<file path="src/rtl/stopwatch_ctrl.sv">
// Stopwatch control sequencer: button conditioning, IDLE/RUN/LAP/PAUSE FSM,
// and the gated centisecond tick that paces the mm:ss.cc datapath.
module stopwatch_ctrl #(
   parameter int DEB_CYCLES = 500000,
   parameter int TICK_DIV   = 100000
) (
   input  logic       clk,
   input  logic       rst,
   input  logic       btn_ss,
   input  logic       btn_lr,
   output logic       run,
   output logic       hold,
   output logic       clear,
   output logic       tick,
   output logic [1:0] state
);

   localparam int DW = $clog2(DEB_CYCLES);
   localparam int TW = $clog2(TICK_DIV);

   typedef enum logic [1:0] {
      IDLE  = 2'd0,
      RUN   = 2'd1,
      LAP   = 2'd2,
      PAUSE = 2'd3
   } state_t;

   state_t        st;
   logic [1:0]    btn_raw;
   logic [1:0]    press;
   logic          press_ss;
   logic          press_lr;
   logic [TW-1:0] div;
   logic          div_en;

   assign btn_raw  = {btn_lr, btn_ss};
   assign press_ss = press[0];
   assign press_lr = press[1];

   genvar gi;
   generate
      for (gi = 0; gi < 2; gi++) begin : g_btn
         logic          s1;
         logic          s2;
         logic          deb;
         logic          deb_q;
         logic          press_q;
         logic [DW-1:0] cnt;

         // A level is accepted only after DEB_CYCLES consecutive disagreeing samples.
         always_ff @(posedge clk or posedge rst) begin
            if (rst) begin
               s1      <= 1'b0;
               s2      <= 1'b0;
               deb     <= 1'b0;
               deb_q   <= 1'b0;
               press_q <= 1'b0;
               cnt     <= '0;
            end else begin
               s1      <= btn_raw[gi];
               s2      <= s1;
               deb_q   <= deb;
               press_q <= deb & ~deb_q;
               if (s2 == deb) begin
                  cnt <= '0;
               end else if (cnt == DW'(DEB_CYCLES - 1)) begin
                  deb <= s2;
                  cnt <= '0;
               end else begin
                  cnt <= cnt + 1'b1;
               end
            end
         end

         assign press[gi] = press_q;
      end
   endgenerate

   // Start/stop wins over lap/reset; a discarded lr press is not remembered.
   always_ff @(posedge clk or posedge rst) begin
      if (rst) begin
         st    <= IDLE;
         run   <= 1'b0;
         hold  <= 1'b0;
         clear <= 1'b0;
      end else begin
         clear <= 1'b0;
         case (st)
            IDLE: begin
               if (press_ss) begin
                  st  <= RUN;
                  run <= 1'b1;
               end else if (press_lr) begin
                  clear <= 1'b1;
               end
            end
            RUN: begin
               if (press_ss) begin
                  st  <= PAUSE;
                  run <= 1'b0;
               end else if (press_lr) begin
                  st   <= LAP;
                  hold <= 1'b1;
               end
            end
            LAP: begin
               if (press_ss) begin
                  st   <= PAUSE;
                  run  <= 1'b0;
                  hold <= 1'b0;
               end else if (press_lr) begin
                  st   <= RUN;
                  hold <= 1'b0;
               end
            end
            PAUSE: begin
               if (press_ss) begin
                  st  <= RUN;
                  run <= 1'b1;
               end else if (press_lr) begin
                  st    <= IDLE;
                  clear <= 1'b1;
               end
            end
            default: st <= IDLE;
         endcase
      end
   end

   assign state = st;

   // The edge that stops the watch does not advance the divider, so a tick
   // can never coincide with run falling; the held phase resumes on restart.
   assign div_en = run & ~press_ss;

   always_ff @(posedge clk or posedge rst) begin
      if (rst) begin
         div  <= '0;
         tick <= 1'b0;
      end else if (clear) begin
         div  <= '0;
         tick <= 1'b0;
      end else if (div_en) begin
         if (div == TW'(TICK_DIV - 1)) begin
            div  <= '0;
            tick <= 1'b1;
         end else begin
            div  <= div + 1'b1;
            tick <= 1'b0;
         end
      end else begin
         tick <= 1'b0;
      end
   end

endmodule

</file>
<file path="config.mk">
export PLATFORM = sky130hd
export DESIGN_NAME = stopwatch_ctrl
export DESIGN_NICKNAME = d
export VERILOG_FILES = /design/src/rtl/stopwatch_ctrl.sv
export SDC_FILE = /design/constraint.sdc
export NUM_CORES = 1
export LEC_CHECK = 0
export ABC_AREA = 1
export BUFFER_PORTS_ARGS = -buffer_cell sky130_fd_sc_hd__clkbuf_2
export CAP_MARGIN = 40
export CORE_AREA = 4 4 91 93
export CTS_CLUSTER_DIAMETER = 60
export DETAILED_ROUTE_END_ITERATION = 10
export DIE_AREA = 0 0 95 97
export PLACE_DENSITY = 0.74
export SETUP_SLACK_MARGIN = 0.4
export SYNTH_ARGS = -nofsm -noshare
export SYNTH_HDL_FRONTEND = slang
export SYNTH_SLANG_ARGS = --single-unit
</file>
<file path="constraint.sdc">
create_clock -name clk -period 1.9 [get_ports clk]
set_input_delay 0 -clock clk [delete_from_list [all_inputs] [get_ports clk]]
set_output_delay 0 -clock clk [all_outputs]
set_load 0.005 [all_outputs]
</file>
==> metrics.md <==
| Metric | Value |
|---|---|
| H-tree level count | 3 |
| Hold crit path type | in2async |
| Slew margin rel. | roughly three quarters |
| Synth Area in XOR/XNOR | 5.10% |
| Insertion delay to the later sink of the worst-skew pair | 0.34 ns |
| #FFs+latches synth | 71 |
| Core region area | ~7500 sq um |
| DR vias | 3,401 |
| Yosys Warn Count | 0 |
| Detailed-route vias per instance | around 5.0 |
| Unique masters post-synth | 33 |
| DR iter-0 viols | 183 |
| Skew final | between 0.01 and 0.015 ns |
| Multiplexer share of the synthesized area | 0% |
| Maxcap violations | 0 |
| Min cycle time layout | 1.43 ns |
| Fmax | 700 MHz |
| Crit share post-route | 75.1% |
| Die W | between 90 and 100 um |
| CTS root buffer | clkbuf_8 |
| Die footprint | 9220 sq um |
| P per Cell Area | slightly above 600 nW/um^2 |
| Total power | 2.82 mW |
| Initial antenna violation count | 0 |
| Syn Nets | approximately 560 |
| Rows | 32 |
| Post-Syn Instances | 550 |
| Antenna viol nets, final | 0 |
| Final-stage net count | 588 |
| Initial Util | between 50% and 60% |
| # port buffers | 9 |
| Clock buffer depth | 2 |
| Crit path required time | 2.12 ns |
| IO Count | 10 |
| Worst hold slack | about 0.15 ns |
| Drt drc | 0 |
| Largest cells by area after synthesis | dfrtp_1 43%, nor2_1 13%, nand2_1 10% |
| Largest net degree at the start of global routing | 64 |
| TNS Setup | 0 ns |
| Crit path kind | reg2reg |
| Slew Limit Fails | 0 |
| Drt wl/cell | 12.1 um |
| Finish-stage setup viols | 0 |
| Clk pin slew, worst setup/hold paths | roughly 0.080 ns |
| Run status | complete, no violations |
| Syn-to-layout area delta | 11.5% |
| GR Overflow Total | 0 |
| Finished Cell Area | 4600 sq um |
| Seq/Total Area, Yosys | 43.1% |
| RSZ-0062 raised after global routing | true |
| Final hold vios | 0 |
| Die Ht | about 97 um |
| Largest family of logic cells by synthesized area | simple AND/OR/NAND/NOR gates |
| Crit-path max FO | 7 |
| Yosys top cell area share | 43.1% |
| CTS Sinks | 71 |
| WL final | between 8000 and 9000 um |
| Synth area leader | dfrtp_1 |
| Synth Area in Compound Gates | 3.55% |
| Lkg Pwr | around 1.9 nW |
| First-pass GRT wire length | 14,600 um |
| Dpl hpwl | 6010 um |
| Antenna cells | 0 |
| Crit start category | flip-flop |
| Synth Area in Adders | 2.43% |
| Worst Tran Pin Value | roughly 0.35 ns |
| DR pass1 iterations | 4 |
| Final Wtd Congestion | between 0.9 and 1 |
| Post-Synth Simple-Gate Area | 39.1% |
| Critical path endpoint category | flip-flop |
| Total track usage | 19.4% |
| Post-synth design cell area | 4120 sq um |
| Clock buffer count from CTS | 9 |
| Vias in the first global route | approximately 3,300 |
| Syn_area_per_cell | about 7.5 sq um |
| Area after DPL | 4320 sq um |
| Maximum vdd drop | 0.362 mV |
| CTS tree | built |
| Critical path arrival | 1.64 ns |
| Share of layout cells above drive strength 1 | 15.1% |
==> cell usage after synthesis <==
library cell,n
and2_2,1
inv_2,7
buf_2,2
buf_6,1
inv_4,1
xor2_1,19
nand2_2,10
nor2_1,138
nand2_8,1
nand3_2,1
nor3b_1,2
ha_1,8
a21oi_1,11
inv_1,60
nor3_1,10
nand2_1,110
nand4_1,6
xnor2_1,5
dfrtp_1,71
nand3_4,2
nor2_4,8
nand3b_1,3
nor3_2,2
o21bai_1,1
o21a_1,2
and2_0,1
o21ai_1,1
o21ai_0,11
nand3_1,36
nor2_2,14
and2_1,2
nand2_4,2
a21oi_2,1
==> critical path, cell delays in order, from the launching register on <==
cell and delay (ns):
dfrtp_1 0.37, ha_1 0.18, nand2_2 0.10, nor2_4 0.16, inv_2 0.06, nor2_4 0.11, nand3_4 0.14, nand2_4 0.15
nor3_1 0.06
==> final timing paths <==
kind	startpoint	end	slack, ns	cells past startpoint
hold reg to reg	g_btn[1].s1	g_btn[1].s2	0.35	0
hold / removal	rst	div[7]	0.15	3
setup reg to reg	div[1]	div[2]	0.47	8
max in group asynchronous	rst	g_btn[1].cnt[7]	1.16	4
setup / recovery	div[1]	div[2]	0.47	8
min in group clk	btn_ss	g_btn[0].s1	0.31	2
==> report_power, final <==
group / switching [mW] / leakage, nW / internal [mW]
logic: 0.0612 / 0.878 / 0.0328
registers: 0.00966 / 0.976 / 1.52
clock network: 0.551 / 0.0936 / 0.643
==> per-layer routing <==
metal  track usage, %  vias up  routed length [um]
met2             31.9       59                4000
met4             6.99        0                 111
met3             2.88       11                 292
met1             25.7     1577                3890
met5                0        -                   0
li1                 -     1754                   -
==> registers in the layout, indices dropped and copies added, names as in the netlist <==
register and count:
clear 1, div 17, g_btn.cnt 38, g_btn.deb 2
g_btn.deb_q 2, g_btn.press_q 2, g_btn.s1 2, g_btn.s2 2
hold 1, run 1, state 2, tick 1
==> cell type report <==
cell class | instances | area [sq um]
multi-input cells | 408 | 2100
flip-flops and latches | 71 | 1780
inverters | 68 | 264
clock buffers | 13 | 149
repair buffers | 18 | 133
fillers | 704 | 2930
well taps | 102 | 128
clock inverters | 3 | 42.5
==> placed cells by master (no fill, tap or decap), drive strengths merged <==
cell type / count
clkbuf: 22
nor3: 12
o21ai: 12
a21oi: 12
nand4: 6
buf: 6
nor3b: 2
nor2: 160
o21a: 2
nand3b: 3
xnor2: 5
nand3: 39
bufinv: 1
ha: 8
inv: 67
clkinvlp: 2
dfrtp: 71
nand2: 123
clkinv: 1
o21bai: 1
xor2: 19
dlygate4sd3: 3
and2: 4
==> kinds of logic after synthesis <==
logic type                 Yosys count
AOI/OAI and AO/OA                   27
adders and majority gates            8
xor gates and xnor gates            24
buffers and inverters               71
and+or+nand+nor                    349
DFF                                 71
==> metrics by stage <==
step	util, %	setup slack, ns	cells
2_1_floorplan	-	0.587	550
3_3_place_gp	57.4	0.469	662
3_5_place_dp	57.4	0.432	662
4_1_cts	60.3	0.418	681
5_1_grt	61.1	0.378	683
6_report	61.1	0.472	683
==> repair_timing <==
| item | CTS | global route |
|---|---|---|
| gates resized for setup | 0 | 14 |
| setup endpoints to repair | 0 | 38 |
| endpoints found under the hold margin | 73 | 0 |
| setup buffers | 0 | 2 |
| hold buffers | 3 | 0 |
Note: power is estimated with default switching activity, not from simulation.
